$ cat src/rtl/fifomult2024_tb_pkg.sv
// Shared types for the fifomult2024 operand path: frame parity status,
// transmitter FSM states and the parity-bit helper.
package fifomult2024_tb_pkg;

  typedef enum logic {
    PARITY_OK  = 1'b0,
    PARITY_ERR = 1'b1
  } paritycheck_t;

  typedef enum logic [1:0] {
    IDLE = 2'd0,
    SEND = 2'd1,
    GAP  = 2'd2
  } tx_state_t;

  // 0 selects even parity: data plus parity bit holds an even number of ones.
  localparam logic PARITY_POLARITY = 1'b0;
  localparam int   PARITY_MAX_W    = 64;

  function automatic logic calc_parity(input logic [PARITY_MAX_W-1:0] data,
                                       input logic corrupt);
    return (^data) ^ PARITY_POLARITY ^ corrupt;
  endfunction

endpackage

$ cat src/rtl/fifomult2024_cmd_fifo.sv
// Synchronous command FIFO with an occupancy counter, combinational read
// port and a registered full flag.
module fifomult2024_cmd_fifo #(
  parameter int WIDTH = 34,
  parameter int DEPTH = 4
) (
  input  logic             clk,
  input  logic             rst_n,
  input  logic             push,
  input  logic             pop,
  input  logic [WIDTH-1:0] wr_data,
  output logic [WIDTH-1:0] rd_data,
  output logic             full,
  output logic             empty
);

  localparam int AW = (DEPTH > 1) ? $clog2(DEPTH) : 1;
  localparam int CW = $clog2(DEPTH + 1);

  logic [WIDTH-1:0] mem [DEPTH];
  logic [AW-1:0]    wr_ptr;
  logic [AW-1:0]    rd_ptr;
  logic [CW-1:0]    count;
  logic [CW-1:0]    count_next;

  always_comb begin
    count_next = count;
    if (push && !pop) begin
      count_next = count + 1'b1;
    end else if (pop && !push) begin
      count_next = count - 1'b1;
    end
  end

  // Pointers wrap naturally because DEPTH is a power of two.
  always_ff @(posedge clk) begin
    if (!rst_n) begin
      wr_ptr <= '0;
      rd_ptr <= '0;
      count  <= '0;
      full   <= 1'b0;
    end else begin
      if (push) wr_ptr <= wr_ptr + 1'b1;
      if (pop)  rd_ptr <= rd_ptr + 1'b1;
      count <= count_next;
      full  <= (count_next == CW'(DEPTH));
    end
  end

  always_ff @(posedge clk) begin
    if (push) mem[wr_ptr] <= wr_data;
  end

  assign rd_data = mem[rd_ptr];
  assign empty   = (count == '0);

endmodule

$ cat src/rtl/fifomult2024_arg_tx.sv
// Operand transmitter: buffers operand pairs, attaches (optionally corrupted)
// even parity and hands frames to the multiplier over valid/ready.
module fifomult2024_arg_tx
  import fifomult2024_tb_pkg::*;
#(
  parameter int DATA_W     = 16,
  parameter int DEPTH      = 4,
  parameter int GAP_CYCLES = 0
) (
  input  logic              clk,
  input  logic              rst_n,
  input  logic              cmd_valid,
  output logic              cmd_ready,
  input  logic [DATA_W-1:0] cmd_arg_a,
  input  logic [DATA_W-1:0] cmd_arg_b,
  input  logic              cmd_corrupt_a,
  input  logic              cmd_corrupt_b,
  output logic              out_valid,
  input  logic              out_ready,
  output logic [DATA_W-1:0] arg_a,
  output logic [DATA_W-1:0] arg_b,
  output logic              arg_a_parity,
  output logic              arg_b_parity,
  output paritycheck_t      frame_status,
  output logic [15:0]       sent_cnt,
  output logic [15:0]       err_cnt,
  output tx_state_t         fsm_state
);

  // Handshake rule on both sides: a beat moves on a rising edge where
  // valid && ready; the producer holds payload stable while valid && !ready.

  localparam int FW = 2 * DATA_W + 2;

  tx_state_t         state;
  tx_state_t         state_next;
  logic              fifo_push;
  logic              fifo_pop;
  logic              fifo_full;
  logic              fifo_empty;
  logic [FW-1:0]     fifo_wr;
  logic [FW-1:0]     fifo_rd;
  logic [DATA_W-1:0] rd_a;
  logic [DATA_W-1:0] rd_b;
  logic              rd_ca;
  logic              rd_cb;
  logic              load;
  logic              clear_valid;
  logic              gap_load;
  logic              xfer;
  logic [3:0]        gap_cnt;

  assign cmd_ready = !fifo_full;
  assign fifo_push = cmd_valid && cmd_ready;
  assign fifo_wr   = {cmd_arg_a, cmd_arg_b, cmd_corrupt_a, cmd_corrupt_b};
  assign {rd_a, rd_b, rd_ca, rd_cb} = fifo_rd;
  assign fifo_pop  = load;
  assign xfer      = (state == SEND) && out_valid && out_ready;
  assign fsm_state = state;

  fifomult2024_cmd_fifo #(
    .WIDTH (FW),
    .DEPTH (DEPTH)
  ) u_cmd_fifo (
    .clk     (clk),
    .rst_n   (rst_n),
    .push    (fifo_push),
    .pop     (fifo_pop),
    .wr_data (fifo_wr),
    .rd_data (fifo_rd),
    .full    (fifo_full),
    .empty   (fifo_empty)
  );

  always_comb begin
    state_next  = state;
    load        = 1'b0;
    clear_valid = 1'b0;
    gap_load    = 1'b0;
    case (state)
      IDLE: begin
        if (!fifo_empty) begin
          load       = 1'b1;
          state_next = SEND;
        end
      end
      SEND: begin
        if (xfer) begin
          if (GAP_CYCLES == 0 && !fifo_empty) begin
            load = 1'b1;
          end else if (GAP_CYCLES > 0) begin
            clear_valid = 1'b1;
            gap_load    = 1'b1;
            state_next  = GAP;
          end else begin
            clear_valid = 1'b1;
            state_next  = IDLE;
          end
        end
      end
      GAP: begin
        if (gap_cnt <= 4'd1) state_next = IDLE;
      end
      default: state_next = IDLE;
    endcase
  end

  always_ff @(posedge clk) begin
    if (!rst_n) begin
      state        <= IDLE;
      out_valid    <= 1'b0;
      arg_a        <= '0;
      arg_b        <= '0;
      arg_a_parity <= 1'b0;
      arg_b_parity <= 1'b0;
      frame_status <= PARITY_OK;
      gap_cnt      <= '0;
      sent_cnt     <= '0;
      err_cnt      <= '0;
    end else begin
      state <= state_next;
      if (load) begin
        out_valid    <= 1'b1;
        arg_a        <= rd_a;
        arg_b        <= rd_b;
        arg_a_parity <= calc_parity(PARITY_MAX_W'(rd_a), rd_ca);
        arg_b_parity <= calc_parity(PARITY_MAX_W'(rd_b), rd_cb);
        frame_status <= (rd_ca || rd_cb) ? PARITY_ERR : PARITY_OK;
      end else if (clear_valid) begin
        out_valid <= 1'b0;
      end
      if (gap_load) begin
        gap_cnt <= 4'(GAP_CYCLES);
      end else if (state == GAP) begin
        gap_cnt <= gap_cnt - 1'b1;
      end
      // Both counters saturate so long soak runs never wrap to zero.
      if (xfer) begin
        if (sent_cnt != 16'hFFFF) sent_cnt <= sent_cnt + 1'b1;
        if (frame_status == PARITY_ERR && err_cnt != 16'hFFFF) err_cnt <= err_cnt + 1'b1;
      end
    end
  end

endmodule

$ cat config.mk
export PLATFORM = sky130hd
export DESIGN_NAME = fifomult2024_arg_tx
export DESIGN_NICKNAME = d
export VERILOG_FILES = /design/src/rtl/fifomult2024_tb_pkg.sv /design/src/rtl/fifomult2024_cmd_fifo.sv /design/src/rtl/fifomult2024_arg_tx.sv
export SDC_FILE = /design/constraint.sdc
export NUM_CORES = 1
export LEC_CHECK = 0
export ABC_AREA = 1
export CAP_MARGIN = 25
export CORE_UTILIZATION = 30
export CTS_BUF_LIST = sky130_fd_sc_hd__clkbuf_2
export DETAILED_ROUTE_END_ITERATION = 10
export GPL_ROUTABILITY_DRIVEN = 0
export GPL_TIMING_DRIVEN = 0
export SLEW_MARGIN = 15
export SYNTH_ARGS = -nofsm -noshare
export SYNTH_HDL_FRONTEND = slang
export SYNTH_SLANG_ARGS = --single-unit
export TNS_END_PERCENT = 50
$ cat constraint.sdc
create_clock -name clk -period 2.6 [get_ports clk]
set_input_delay 0.52 -clock clk [delete_from_list [all_inputs] [get_ports clk]]
set_output_delay 0.52 -clock clk [all_outputs]
set_load 0.02 [all_outputs]
=== Word-level counts from Yosys, hierarchy flattened ===
Memories as Yosys holds them, arrays and structs flattened. A register that Yosys moved wholly into a read port is not among the register bits.
Index checks and enable logic that the tools add are counted.

* Bitwise gates (word level): 2
* Reduce and logical (&&, ||, !) cells: 18
* Equality and inequality tests: 9
* Add/sub/neg operators: 7
* Order comparisons: 1
* Muxes and demuxes: 20

{| class="wikitable"
|+ Operators with widths
! kind !! count
|-
| 64-bit parity || 2
|-
| 16-bit by 1-bit adder with 16-bit output (second input constant) || 2
|-
| 16-bit inequality test (second input constant) || 2
|-
| 2-bit 2-to-1 mux || 6
|-
| 1-bit 2-to-1 mux || 10
|-
| 2-bit inequality test (second input constant) || 4
|-
| 1-bit logical AND || 6
|-
| 3-bit 2-to-1 mux || 2
|-
| 2-bit one-hot mux with 3 select lines || 1
|-
| 2-bit by 1-bit adder with 2-bit output (second input constant) || 2
|-
| 4-bit by 1-bit <= comparator with 1-bit output (second input constant) || 1
|-
| 2-bit AND reduction || 2
|-
| 4-bit AND reduction || 1
|-
| 4-bit by 1-bit subtractor with 4-bit output (second input constant) || 1
|-
| 3-bit by 1-bit adder with 3-bit output (second input constant) || 1
|-
| 3-bit equality test (second input constant) || 1
|-
| 1-bit zero test || 3
|-
| 3-bit zero test || 1
|-
| 3-bit by 1-bit subtractor with 3-bit output (second input constant) || 1
|-
| 2-bit by 1-bit equality test with 1-bit output (second input constant) || 1
|-
| 2-bit equality test (second input constant) || 1
|-
| 2-bit zero test || 1
|-
| 1-bit one-hot mux with 2 select lines || 1
|-
| 2-bit nonzero test || 1
|-
| 2 further kinds || 3
|}

* Output and inout bits: 71
* Input bits: 38
* Memories kept: 1
* Flip-flop bits (word level): 82
* Memory bits (writable): 136

{| class="wikitable"
|+ Memory list
! name !! depth !! width !! read ports !! clocked after memory_dff !! wr ports !! line !! RTL
|-
| u_cmd_fifo.mem || 4 || 34 || 1 || 1 || 1 || fifomult2024_cmd_fifo.sv:20 || <nowiki>logic [WIDTH-1:0] mem [DEPTH];</nowiki>
|}

=== Longest topological paths before layout ===
Gate-level depths: netlist (run 1).

* Word-level depth: 9
* Depth in mapped cells: 19
* Mapped depth without buffers: 17

=== Modules after synthesis ===
From an unflattened synthesis (run 1), not the netlist that was laid out.

* Cell total of the unflattened synthesis: 1011
* Area total of the unflattened synthesis: 9360.2 µm²

{| class="wikitable"
|+ Modules (own cells, without submodules)
! module !! area an instance (µm²) !! times used !! cells each
|-
| fifomult2024_cmd_fifo || 5570.3 || 1 || 401
|-
| fifomult2024_arg_tx || 3789.9 || 1 || 610
|}

=== Least setup slack after synthesis (run 1) ===
OpenSTA, ideal clock, no wires.

* Path kind: register to register
* Start point: register u_cmd_fifo.full
* End point: memory u_cmd_fifo.mem[0][0], enable pin
* Setup time: 0.425 ns
* Clock period less this slack: 2.562 ns
* Path slack: 0.038 ns
* Data arrival time: 2.136 ns
* Path buffers: 0
* Stages on the path, launching flop included: 4
* Required time: 2.175 ns
* Path through: dfxtp_1 inv_1 nand2_1 nor2_1

* Longest elaborated chain between the ends: 4

{| class="wikitable"
|+ Ends and longest elaborated chain
! item !! line !! RTL
|-
| start, declared || fifomult2024_cmd_fifo.sv:13 || <nowiki>output logic full,</nowiki>
|-
| start signal, assigned || fifomult2024_cmd_fifo.sv:46 || <nowiki>full <= (count_next == CW'(DEPTH));</nowiki>
|-
| 1-bit zero test || fifomult2024_arg_tx.sv:53 || <nowiki>assign cmd_ready = !fifo_full;</nowiki>
|-
| via cmd_ready || fifomult2024_arg_tx.sv:13 || <nowiki>output logic cmd_ready,</nowiki>
|-
| 1-bit logical AND || fifomult2024_arg_tx.sv:54 || <nowiki>assign fifo_push = cmd_valid && cmd_ready;</nowiki>
|-
| 1-bit 2-to-1 mux || fifomult2024_cmd_fifo.sv:51 || <nowiki>if (push) mem[wr_ptr] <= wr_data;</nowiki>
|-
| 1-bit 2-to-1 mux (implied by the code) || fifomult2024_cmd_fifo.sv:51 ||
|-
| end, declared || fifomult2024_cmd_fifo.sv:20 ||
|}

The timed path passes the listed nets, and every way through them passes these cells.

=== Worst setup path in the final report (run 1) ===
* Start point: register sent_cnt[7]
* End point: output port sent_cnt[7]

{| class="wikitable"
|+ RTL lines
! item !! line !! RTL
|-
| start, declared || fifomult2024_arg_tx.sv:25 || <nowiki>output logic [15:0] sent_cnt,</nowiki>
|-
| start signal, assigned || fifomult2024_arg_tx.sv:139 || <nowiki>if (sent_cnt != 16'hFFFF) sent_cnt <= sent_cnt + 1'b1;</nowiki>
|}

No word-level cell between the ends.

==> results of run 1 <==
[state kept, by name, indices dropped and copies added, names as in the netlist, named ones only]
| signal | count |
|---|---|
| sent_cnt | 16 |
| out_valid | 1 |
| u_cmd_fifo.full | 1 |
| arg_b | 16 |
| arg_b_parity | 1 |
| frame_status | 1 |
| u_cmd_fifo.wr_ptr | 2 |
| u_cmd_fifo.rd_ptr | 2 |
| u_cmd_fifo.mem | 136 |
| arg_a | 16 |
| fsm_state | 1 |
| arg_a_parity | 1 |
| err_cnt | 16 |
| u_cmd_fifo.count | 3 |
[placed cells by master (no fill, tap or decap), types with 4 or more instances in the layout]
cell type	instances
a21oi_1	58
clkbuf_1	13
buf_12	4
dfxtp_1	79
nor2_4	4
xor2_1	4
nand4_1	9
nor2_1	36
clkbuf_2	88
inv_2	7
nand3_1	85
buf_6	5
nand2_1	398
nor3_1	8
o21ai_0	62
ha_1	9
edfxtp_1	136
buf_2	17
clkinv_1	9
inv_1	88
clkdlybuf4s50_1	106
[cells by family (layout without fill, tap and decap cells)]
logic type               Yosys count  count (layout)  share of synthesized area [%]
XOR/XNOR                           6               6                         0.5638
AND/OR/NAND/NOR                  550             550                          24.03
AO/OA/AOI/OAI                    130             130                          7.222
adder cells (fa/ha/maj)            9               9                          1.208
buffers and inverters            135             345                          6.148
flip-flops                       215             215                          60.79
other                              1               3                        0.04024
[routing by layer]
| metal | up-vias | wire length (um) | GRT usage (%) |
|---|---|---|---|
| li1 | 3823 | - | - |
| met1 | 3514 | 11140 | 20.57 |
| met2 | 263 | 11510 | 25.66 |
| met3 | 61 | 1620 | 3.154 |
| met4 | 0 | 861 | 7.168 |
| met5 | - | 0 | 0 |
[synthesized netlist by cell type, drive strengths merged, types with 8 or more instances]
| library cell | number | area share (%) |
|---|---|---|
| a21oi | 58 | 3.1 |
| buf | 26 | 1.8 |
| clkbuf | 14 | 0.56 |
| dfxtp | 79 | 17 |
| edfxtp | 136 | 44 |
| ha | 9 | 1.2 |
| inv | 95 | 3.8 |
| nand2 | 399 | 16 |
| nand3 | 85 | 4.6 |
| nand4 | 9 | 0.60 |
| nor2 | 40 | 1.6 |
| nor3 | 8 | 0.43 |
| o21ai | 62 | 3.3 |
[worst paths after layout]
| path | from | to | slack (ps) |
|---|---|---|---|
| worst min-delay path | cmd_arg_a[8] | u_cmd_fifo.mem[3][26] | 290 |
| worst max register to register | flip-flop | arg_b_parity | 230 |
| worst min register to register | err_cnt[13] | err_cnt[15] | 460 |
| worst max-delay path | sent_cnt[7] | sent_cnt[7] | 150 |
[layout make-up]
| cell class | instances | area (um2) | share of cell area (%) |
|---|---|---|---|
| diodes | 2 | 5.005 | 0.04345 |
| plain buffers | 40 | 217.7 | 1.890 |
| clock buffers | 87 | 435.4 | 3.780 |
| clock inverters | 12 | 77.57 | 0.6735 |
| inverters | 95 | 356.6 | 3.096 |
| multi-input cells | 696 | 3112 | 27.02 |
| flip-flops and latches | 215 | 5665 | 49.19 |
| well taps | 396 | 495.5 | 4.302 |
| repair buffers | 111 | 1154 | 10.02 |
[metrics by stage]
stage                     cells  setup slack [ps]  total power, mW
after global routing       1654             7.446            13.05
after global placement     1549             -1949            9.723
after floorplan            1046             38.25            7.889
after CTS                  1652             17.93            12.25
final                      1654             148.8            12.15
after detailed placement   1553             3.680            9.878
[power by group through the flow]
stage | Combinational (mW) | Clock, mW | Sequential (mW)
after floorplan | 3.13 | 0 | 4.76
after global placement | 5.18 | 0 | 4.54
after detailed placement | 5.35 | 0 | 4.53
after CTS | 5.36 | 2.43 | 4.46
after global routing | 5.95 | 2.60 | 4.50
final | 5.36 | 2.34 | 4.45
==> flow_summary.yaml, run 1 <==
sta:
  final_max_slew_viol_count: 0
  hold_violations: 0
  max_slew_margin_pct: 52.52
  tightest_slew_ps: 712.2
  final.min_clock_period_ps: 2451
  grt_setup_unrepaired: "false"
  tns_ps: 0
  skew_ps: 110.2
  fin_crit_sh_pct: 94.28
  setup_viol: 0
  hold-worst-slack_ps: 287.1
  fmax_mhz: 408.0
global_route:
  grt_overflow_total: 0
  antenna_found_initial: 2
  grt_max_degree: 24
  grt_pass1_vias: 7183
  grt_pass1_wl_um: 38440
  track_usage_pct: 15.91
critical_path:
  path_buf_inv: 1
  critPathLaunchType: "flip-flop"
  rr_worst_depth: 15
  cp_slowest_cell: "clkdlybuf4s50_1"
  critPathTopFamily: "buffers and inverters"
  required_ps: 2080
  path_max_fanout: 7
  crit_type: "reg -> out"
  crit_chain: "clkdlybuf4s50_1"
  max_stage_delay_ps: 650
  crit_cells: 1
  cp-end-kind: "primary output"
  crit_arrival_ps: 1930
detailed_routing:
  wl_per_cell_um: 15.19
  drc: 0
  drt_iter0_drc: 472
  drt-pass1-iter-count: 5
  drt_wl_total_um: 25130
  antenna_left: 0
  num_vias: 7661
  vias_per_cell: 4.632
yosys:
  synth.distinct_cells: 33
  synth.cell_area_um2: 9320
  syn-num-nets: 1093
  avgSynthCellArea_um2: 8.910
  ys_warn_count: 0
  synth_edf_count: 136
  synthArstFlopShare_pct: 0
  synth_seq_area_share_pct: 60.79
  syn_inst: 1046
  synth_flop_cell: "edfxtp_1"
  ys_seq_elements: 215
clocking:
  cts_tree: "built"
  cts.sinks: 215
  insertion_delay_ps: 870
  hold_buffers: 0
  path_clk_slew_ps: 110
  numCtsBuffers: 54
  h-tree-depth: 2
  cts_resized: 0
  cts_setup_buffers: 0
  cts-root-buf: "clkbuf_2"
  clockBufferDepth: 3
die:
  start_util_pct: 30.47
  num_rows: 64
  fp.dieH_um: 178.3
  coreArea_um2: 30590
  ios: 109
  dieArea_um2: 31780
  die_x_um: 178.3
pwr:
  power_density_nw_per_um2: 1055
  p_int_mw: 6.928
  combinationalPowerShare_pct: 44.1
  net-switching-power_mw: 5.226
  power_frac_clock_pct: 19.3
  seqPwrFrac_pct: 36.6
  leakagePower_nw: 4.735
  switching_share_pct: 43.00
  peakVddDrop_mv: 0.3712
finish:
  areaGrowthSynthToFinish_pct: 23.59
  final_nets: 1260
  fin_util_pct: 37.66
  drive_above_1_share_pct: 10.59
  num-fill-cells: 3150
  final_area_um2: 11520
placement:
  dp.final_hpwl_um: 17610
  postPlaceCellArea_um2: 11000
  io_buffers: 107
flow_run:
  maxCapViolations: 0
min_path:
  hold_depth: 1
  hp-class: "in -> reg"
run_status:
  status: "finished clean"
No activity file was read; power rests on OpenSTA's default activity.
==> run 2, diff against run 1 <==
--- a/config.mk
+++ b/config.mk
@@ -6,7 +6,6 @@
 export NUM_CORES = 1
 export LEC_CHECK = 0
 export ABC_AREA = 1
-export CAP_MARGIN = 25
 export CORE_UTILIZATION = 30
 export CTS_BUF_LIST = sky130_fd_sc_hd__clkbuf_2
 export DETAILED_ROUTE_END_ITERATION = 10
==> flow_summary.yaml, run 2 (synthesized netlist as in run 1, its figures left out) <==
clocking:
  clockBufferDepth: 3
  h-tree-depth: 2
  hold_buffers: 0
  cts-root-buf: "clkbuf_2"
  cts_tree: "built"
  insertion_delay_ps: 840
  numCtsBuffers: 55
  path_clk_slew_ps: 100
  cts.sinks: 215
finish:
  fin_util_pct: 37.70
  layout_commonest_cell: "nand2_1"
  register_area_um2: 5665
  largest-register: "u_cmd_fifo.mem"
  num-fill-cells: 3144
  multi_input_area_um2: 3112
  largest_reg_flops: 136
  final_nets: 1261
  final_cell_mix: "nand2_1, edfxtp_1, clkdlybuf4s50_1"
  final_cell_count_no_fill: 1656
  areaGrowthSynthToFinish_pct: 23.75
  drive_above_1_share_pct: 10.80
die:
  ios: 109
  die_x_um: 178.3
  start_util_pct: 30.47
  fp.dieH_um: 178.3
  dieArea_um2: 31780
  num_rows: 64
  coreArea_um2: 30590
critical_path:
  path_buf_inv: 1
  required_ps: 2080
  max_stage_delay_ps: 650
  critPathTopFamily: "buffers and inverters"
  rr_worst_depth: 16
  critPathLaunchType: "flip-flop"
  cp-end-kind: "primary output"
  cp_slowest_cell: "clkdlybuf4s50_1"
  crit_type: "reg -> out"
  crit_cells: 1
  path_max_fanout: 5
  crit_arrival_ps: 1910
  crit_chain: "clkdlybuf4s50_1"
pwr:
  leakagePower_nw: 4.744
  p_int_mw: 6.946
  seqPwrFrac_pct: 36.5
  peakVddDrop_mv: 0.3799
  net-switching-power_mw: 5.241
  power_frac_clock_pct: 19.5
  power_density_nw_per_um2: 1057
  switching_share_pct: 43.00
  combinationalPowerShare_pct: 44.0
detailed_routing:
  wl_per_cell_um: 15.20
  antenna_left: 0
  vias_per_cell: 4.614
  drt-pass1-iter-count: 7
  drt_iter0_drc: 569
  drc: 0
  drt_wl_total_um: 25170
  num_vias: 7641
flow_run:
  maxCapViolations: 0
sta:
  fin_crit_sh_pct: 93.65
  max_slew_margin_pct: 57.62
  hold_violations: 0
  fmax_mhz: 410.7
  skew_ps: 60.67
  final.min_clock_period_ps: 2435
  final_max_slew_viol_count: 0
  setup_viol: 0
  tightest_slew_ps: 634.2
  grt_setup_unrepaired: "false"
placement:
  io_buffers: 107
  dp.final_hpwl_um: 17600
  dp_cells: 1553
global_route:
  antenna_found_initial: 1
  grt_pass1_wl_um: 38630
  grt_overflow_total: 0
  track_usage_pct: 16.01
  grt_pass1_vias: 7199
  grt_max_degree: 24
run_status:
  status: "finished clean"
min_path:
  hp-class: "in -> reg"
  hold_depth: 1
==> run 2: cell types whose count changed in the layout (fill, tap and decap cells not counted), sizes merged <==
cell	change
clkbuf	+1
clkinvlp	+1
clkinv	+1
diode	-1
==> run 2: per-layer routing <==
| metal | track usage, % | wire length, um | vias up | part of all wire [%] |
|---|---|---|---|---|
| met5 | 0 | 0 | - | 0 |
| met1 | 20.47 | 11100 | 3525 | 44 |
| li1 | - | - | 3829 | - |
| met3 | 3.197 | 1524 | 43 | 6.1 |
| met4 | 5.685 | 496 | 0 | 2.0 |
| met2 | 26.78 | 12040 | 244 | 48 |
==> run 2: area by class of cell <==
| cell class | count | share of cell area, % |
|---|---|---|
| Sequential cell | 215 | 49.12 |
| Multi-Input combinational cell | 696 | 26.98 |
| Timing Repair Buffer | 111 | 10.00 |
| Tap cell | 396 | 4.296 |
| Clock buffer | 88 | 3.819 |
| Inverter | 95 | 3.092 |
| Buffer | 40 | 1.898 |
| Clock inverter | 14 | 0.7702 |
| Antenna cell | 1 | 0.02170 |
==> run 2: what timing repair did <==
action / in CTS / in global routing
setup buffers: 0 / 0
gates resized for setup: 0 / 5
endpoints found under the setup margin: 0 / 2
==> run 2: path summary, 6_finish.rpt <==
| kind | end | slack (ps) | from |
|---|---|---|---|
| worst max register to register | arg_b_parity | 380 | flip-flop |
| worst min-delay path | u_cmd_fifo.mem[1][27] | 310 | cmd_arg_a[9] |
| worst min register to register | err_cnt[15] | 470 | err_cnt[15] |
| worst max-delay path | sent_cnt[11] | 170 | sent_cnt[11] |
==> run 2: metrics by stage <==
step	setup WS, ps	power [mW]	cell area (um2)	TNS (ps)	hold WS, ps
6_report	165.2	12.19	11530	0	308.7
5_1_grt	19.28	13.13	11530	0	224.4
4_1_cts	72.89	12.28	11530	0	229.5
3_5_place_dp	-15.12	9.874	11000	-19.52	462.8
3_3_place_gp	-1949	9.723	10890	-257650	450.0
2_1_floorplan	38.25	7.889	9320	0	443.5
==> run 2: power by group through the flow <==
stage	Clock [mW]	Sequential, mW	Combinational [mW]
2_1_floorplan	0	4.76	3.13
3_3_place_gp	0	4.54	5.18
3_5_place_dp	0	4.53	5.34
4_1_cts	2.47	4.45	5.36
5_1_grt	2.65	4.50	5.98
6_report	2.38	4.45	5.36
